[config.mk]
export PLATFORM = sky130hd
export DESIGN_NAME = nes_rom_loader
export DESIGN_NICKNAME = d
export VERILOG_FILES = /design/src/rtl/nes_rom_loader.sv
export SDC_FILE = /design/constraint.sdc
export NUM_CORES = 1
export LEC_CHECK = 0
export ABC_AREA = 1
export CAP_MARGIN = 20
export CELL_PAD_IN_SITES_DETAIL_PLACEMENT = 0
export CELL_PAD_IN_SITES_GLOBAL_PLACEMENT = 1
export CORE_MARGIN = 4
export CORE_UTILIZATION = 42
export CTS_CLUSTER_SIZE = 12
export DETAILED_ROUTE_END_ITERATION = 6
export GPL_TIMING_DRIVEN = 0
export PLACE_DENSITY = 0.88
export SYNTH_ARGS = -nofsm -noshare
export SYNTH_HDL_FRONTEND = slang
export SYNTH_SLANG_ARGS = --single-unit
[constraint.sdc]
create_clock -name i_axi_clk -period 7.8 [get_ports i_axi_clk]
set_input_delay 0.78 -clock i_axi_clk [delete_from_list [all_inputs] [get_ports i_axi_clk]]
set_output_delay 0.78 -clock i_axi_clk [all_outputs]
set_load 0.005 [all_outputs]
[src/rtl/nes_rom_loader.sv]
// rtl/nes_rom_loader.sv - copies a ROM image from DDR into the local buffer in 4 KB-safe bursts
module nes_rom_loader #(
    parameter int AM_DATA_WIDTH  = 8,
    parameter int AM_ADDR_WIDTH  = 32,
    parameter int AM_ID_WIDTH    = 4,
    parameter int MEM_ADDR_WIDTH = 15
) (
    input  logic                      i_axi_clk,
    input  logic                      i_axi_rst,
    input  logic                      i_start_stb,
    input  logic [AM_ADDR_WIDTH-1:0]  i_src_addr,
    input  logic [MEM_ADDR_WIDTH:0]   i_length,
    output logic                      o_busy,
    output logic                      o_done_stb,
    output logic                      o_error,
    output logic [MEM_ADDR_WIDTH:0]   o_count,
    output logic [AM_ID_WIDTH-1:0]    o_id,
    output logic [AM_ADDR_WIDTH-1:0]  o_addr,
    output logic [7:0]                o_data_len,
    output logic                      o_read_stb,
    input  logic                      i_ready,
    input  logic [AM_DATA_WIDTH-1:0]  i_r_tdata,
    input  logic                      i_r_tlast,
    input  logic                      i_r_tvalid,
    output logic                      o_r_tready,
    output logic                      o_lm_wen,
    output logic [MEM_ADDR_WIDTH-1:0] o_lm_addr,
    output logic [AM_DATA_WIDTH-1:0]  o_lm_din
);
    localparam int LW = MEM_ADDR_WIDTH + 1;

    typedef enum logic [1:0] {
        ST_IDLE,
        ST_REQ,
        ST_DATA,
        ST_DONE
    } state_t;

    state_t                    state_q, state_d;
    logic [AM_ADDR_WIDTH-1:0]  src_q, src_d;
    logic [LW-1:0]             remain_q, remain_d;
    logic [8:0]                beats_left_q, beats_left_d;
    logic                      busy_q, busy_d;
    logic                      done_q, done_d;
    logic                      error_q, error_d;
    logic [LW-1:0]             count_q, count_d;
    logic [AM_ID_WIDTH-1:0]    id_q, id_d;
    logic [AM_ADDR_WIDTH-1:0]  addr_q, addr_d;
    logic [7:0]                data_len_q, data_len_d;
    logic                      read_stb_q, read_stb_d;
    logic                      lm_wen_q, lm_wen_d;
    logic [MEM_ADDR_WIDTH-1:0] lm_addr_q, lm_addr_d;
    logic [AM_DATA_WIDTH-1:0]  lm_din_q, lm_din_d;

    logic [8:0]  cap_len;
    logic [12:0] to_boundary;
    logic [8:0]  burst_beats;
    logic        length_zero;
    logic        length_oversize;
    logic        beat_accept;
    logic        final_beat;

    assign length_zero     = (i_length == '0);
    assign length_oversize = i_length[MEM_ADDR_WIDTH] && (i_length[MEM_ADDR_WIDTH-1:0] != '0);
    assign beat_accept     = i_r_tvalid && (state_q == ST_DATA);
    assign final_beat      = (beats_left_q == 9'd1);

    // Burst size: smallest of bytes left, 256 beats, and distance to the next 4 KB page
    always_comb begin
        cap_len     = (remain_q > LW'(256)) ? 9'd256 : remain_q[8:0];
        to_boundary = 13'd4096 - {1'b0, src_q[11:0]};
        burst_beats = (to_boundary < {4'd0, cap_len}) ? to_boundary[8:0] : cap_len;
    end

    // Next-state and datapath updates for the load sequencer
    always_comb begin
        state_d      = state_q;
        src_d        = src_q;
        remain_d     = remain_q;
        beats_left_d = beats_left_q;
        busy_d       = busy_q;
        done_d       = 1'b0;
        error_d      = error_q;
        count_d      = count_q;
        id_d         = id_q;
        addr_d       = addr_q;
        data_len_d   = data_len_q;
        read_stb_d   = 1'b0;
        lm_wen_d     = 1'b0;
        lm_addr_d    = lm_addr_q;
        lm_din_d     = lm_din_q;

        case (state_q)
            ST_IDLE: begin
                if (i_start_stb) begin
                    src_d    = i_src_addr;
                    remain_d = i_length;
                    count_d  = '0;
                    error_d  = 1'b0;
                    id_d     = '0;
                    busy_d   = 1'b1;
                    if (length_zero) begin
                        state_d = ST_DONE;
                    end else if (length_oversize) begin
                        error_d = 1'b1;
                        state_d = ST_DONE;
                    end else begin
                        state_d = ST_REQ;
                    end
                end
            end
            ST_REQ: begin
                if (i_ready) begin
                    addr_d       = src_q;
                    data_len_d   = 8'(burst_beats - 9'd1);
                    beats_left_d = burst_beats;
                    read_stb_d   = 1'b1;
                    state_d      = ST_DATA;
                end
            end
            ST_DATA: begin
                if (beat_accept) begin
                    lm_wen_d     = 1'b1;
                    lm_din_d     = i_r_tdata;
                    lm_addr_d    = count_q[MEM_ADDR_WIDTH-1:0];
                    count_d      = count_q + LW'(1);
                    src_d        = src_q + AM_ADDR_WIDTH'(1);
                    remain_d     = remain_q - LW'(1);
                    beats_left_d = beats_left_q - 9'd1;
                    if (i_r_tlast != final_beat) begin
                        // Framing is broken: keep this beat, abandon the rest of the burst
                        error_d = 1'b1;
                        state_d = ST_DONE;
                    end else if (final_beat) begin
                        id_d    = id_q + AM_ID_WIDTH'(1);
                        state_d = (remain_q == LW'(1)) ? ST_DONE : ST_REQ;
                    end
                end
            end
            ST_DONE: begin
                done_d  = 1'b1;
                busy_d  = 1'b0;
                state_d = ST_IDLE;
            end
            default: begin
                state_d = ST_IDLE;
            end
        endcase
    end

    // State and registered outputs; reset clears everything immediately
    always_ff @(posedge i_axi_clk or negedge i_axi_rst) begin
        if (!i_axi_rst) begin
            state_q      <= ST_IDLE;
            src_q        <= '0;
            remain_q     <= '0;
            beats_left_q <= '0;
            busy_q       <= 1'b0;
            done_q       <= 1'b0;
            error_q      <= 1'b0;
            count_q      <= '0;
            id_q         <= '0;
            addr_q       <= '0;
            data_len_q   <= '0;
            read_stb_q   <= 1'b0;
            lm_wen_q     <= 1'b0;
            lm_addr_q    <= '0;
            lm_din_q     <= '0;
        end else begin
            state_q      <= state_d;
            src_q        <= src_d;
            remain_q     <= remain_d;
            beats_left_q <= beats_left_d;
            busy_q       <= busy_d;
            done_q       <= done_d;
            error_q      <= error_d;
            count_q      <= count_d;
            id_q         <= id_d;
            addr_q       <= addr_d;
            data_len_q   <= data_len_d;
            read_stb_q   <= read_stb_d;
            lm_wen_q     <= lm_wen_d;
            lm_addr_q    <= lm_addr_d;
            lm_din_q     <= lm_din_d;
        end
    end

    assign o_busy     = busy_q;
    assign o_done_stb = done_q;
    assign o_error    = error_q;
    assign o_count    = count_q;
    assign o_id       = id_q;
    assign o_addr     = addr_q;
    assign o_data_len = data_len_q;
    assign o_read_stb = read_stb_q;
    assign o_r_tready = (state_q == ST_DATA);
    assign o_lm_wen   = lm_wen_q;
    assign o_lm_addr  = lm_addr_q;
    assign o_lm_din   = lm_din_q;

endmodule

==> out/results.ini <==
[sta]
grt_setup_unrepaired = no
worst_pin_slew_ns = 0.749
hold_viol = 0
drv_slew = 0
min_period_ns = 3.59
skew_ns = 0.0106
period_share_pct = 46.0
worst_slew_margin_rel_pct = 50.1
max_freq_mhz = 279
setup_violations = 0
hold_slack_ns = 0.300

[floorplan]
start_util_pct = 42.7
ioPinCount = 151
die_w_um = 146
core_mm2 = 0.0188
dieArea_mm2 = 0.0214
fp-row-count = 50
fp.dieH_um = 146

[critical_path]
critPathCaptureType = flip-flop
cp_max_fo = 10
r2r_start = src_q[1]
slowest_delay_ns = 0.41
cp_data_arrival_time_ns = 3.90
path_depth = 25
cp-endpoint = o_data_len[6]
startpoint_type = flip-flop
crit_start = src_q[1]
crit_required_ns = 8.11
critPathKind = reg -> reg
cp_top_family = simple AND/OR/NAND/NOR gates
cp_common_cell = nand2_1
crit_buf_inv = 4
r2r_end = o_data_len[6]
slowest_stage = dfrtp_1
rr_worst_depth = 25
r2r_slack_ns = 4.21

[grt]
antenna_found_initial = 0
grt_pass1_wl_um = 38900
grt_pass1_vias = 7299
grt.overflow.total = 0
grt_max_degree = 97
grt.total_usage_pct = 22.7

[synth]
synth_cell_types = 50
synth_edf_count = 0
yosys_register_bits = 147
muxShareOfSynthArea_pct = 0
avgSynthCellArea_um2 = 7.85
synth-simple-area-share_pct = 24.4
synth_top_area_share_pct = 45.9
postSynthCellCount = 1022
ys_async_sr_fraction_pct = 100
synth_xor_area_share_pct = 3.28
synth_nets = 1101
ys_warn_count = 0
synth_area_mm2 = 0.00802
synth_compound_gate_area_share_pct = 15.9
synth_top_family_by_area = simple AND/OR/NAND/NOR gates
netlist_top_cells_area = dfrtp_1 (46%), nand2_1 (11%), o21ai_0 (8.1%)
synth_top_cell_by_area = dfrtp_1
synthAdderAreaFrac_pct = 2.65
ys.flop_type = dfrtp_1
synth-seq-area-share_pct = 45.9

[clock_network]
ctsResizeCount = 0
cts_tree = built
cts_buffers = 17
clock-sinks = 147
cts_buffer_depth = 2
hold_buffers = 0
post_cts_buffers = 0
clock_latency_ns = 0.43
cts-htree-levels = 4
clk_pin_slew_worst_paths_ns = 0.06
root_buffer = clkbuf_16

[routing]
met1_length_um = 10800
top_layer_used = met4
avgViaCountPerCell = 5.29
wl_per_cell_um = 16.8
drc_errors = 0
wl_met2_um = 10500
routed_wirelength_um = 24100
via_count = 7601
first_pass_iters = 5
drtIter0Drc = 441
wl_met3_um = 2160
ant_nets = 0

[final_layout]
final_design_area_no_fill_mm2 = 0.0104
drive_above_1_share_pct = 6.98
area_growth_syn_to_layout_pct = 30.2
n_antenna_cell = 0
fin_util_pct = 55.7
fin_nets = 1271

[placement]
port_buffers = 150
postPlaceCellArea_mm2 = 0.00985
dpl.hpwl_um = 17700
gp_congestion = 0.863

[power]
p_leak_nw = 4.80
power.density_mw_per_mm2 = 395
peakVddDrop_v = 0.000167

[min_path]
min_path_type = in -> async

[outcome]
status = finished clean

[flow_run]
maxCapViolCount = 0

Yosys cell counts, types with 7 or more instances:
library cell,count
a21oi_1,39
clkbuf_1,35
dfrtp_1,147
ha_1,17
inv_1,111
nand2_1,243
nand2_2,13
nand3_1,35
nor2_1,90
nor2_2,8
nor3_1,19
o211ai_1,7
o21ai_0,130
o221ai_1,9
o22ai_1,18
xor2_1,25
cell usage in the layout (no fill, tap or decap), drive strengths merged, types with 2 or more instances in the layout:
cell,instances
a211oi,2
a21oi,39
a31oi,4
a32o,2
a32oi,2
buf,6
bufinv,3
clkbuf,55
clkdlybuf4s50,149
clkinv,7
clkinvlp,4
dfrtp,147
ha,17
inv,119
nand2,258
nand3,38
nand4,8
nor2,103
nor3,22
nor3b,2
nor4,7
o211ai,7
o21ai,135
o221ai,9
o22ai,19
o31ai,2
xnor2,5
xor2,25
cells by family after synthesis:
logic type / after synthesis
compound gates: 228
xor+xnor: 30
simple gates: 439
fa+ha+maj: 17
buf+inv: 161
flops: 147
metal layers:
layer	track usage (%)	vias to the layer above
li1	-	3699
met1	31.4	3580
met2	34.0	283
met3	6.92	39
met4	8.09	0
met5	0	-
power breakdown:
group / switching (W) / internal (W)
clock: 0.000335 / 0.000511
sequential: 0.000244 / 0.00108
combinational: 0.00116 / 0.000794
through the flow:
step / setup WS (ns) / instances / power (W) / TNS [ns]
after floorplan: 4.71 / 1022 / 0.00246 / 0
after detailed placement: 4.27 / 1407 / 0.00328 / 0
after global placement: -0.283 / 1406 / 0.00324 / -39.35
after CTS: 4.22 / 1438 / 0.00415 / 0
final: 4.21 / 1438 / 0.00412 / 0
after global routing: 3.81 / 1438 / 0.00446 / 0
state kept, by name, summed over array words and instances (netlist names), 4 cells and up:
register / flops
o_addr: 32
remain_q: 16
o_id: 4
beats_left_q: 9
o_count: 16
o_lm_din: 8
src_q: 32
o_lm_addr: 15
o_data_len: 8
final cells by class:
cell class / instances / area (µm²)
multi-input cells: 714 / 3710
plain buffers: 40 / 179
clock inverters: 12 / 156
flip-flops and latches: 147 / 3680
inverters: 121 / 457
well taps: 234 / 293
repair buffers: 151 / 1530
clock buffers: 19 / 443
fillers: 1791 / 8320
how the worst min path moves through the flow:
stage	cells past startpoint	startpoint	slack (ns)	to
2_1_floorplan	1	o_count[15]	0.46	o_count[15]
4_1_cts	1	i_axi_rst	0.31	o_lm_addr[13]
3_3_place_gp	2	o_lm_din[7]	0.46	o_lm_din[7]
6_report	1	i_axi_rst	0.30	o_lm_addr[13]
5_1_grt	1	i_axi_rst	0.33	o_lm_addr[13]
3_5_place_dp	2	o_data_len[5]	0.46	o_data_len[5]
No activity file was read; power rests on OpenSTA's default activity.
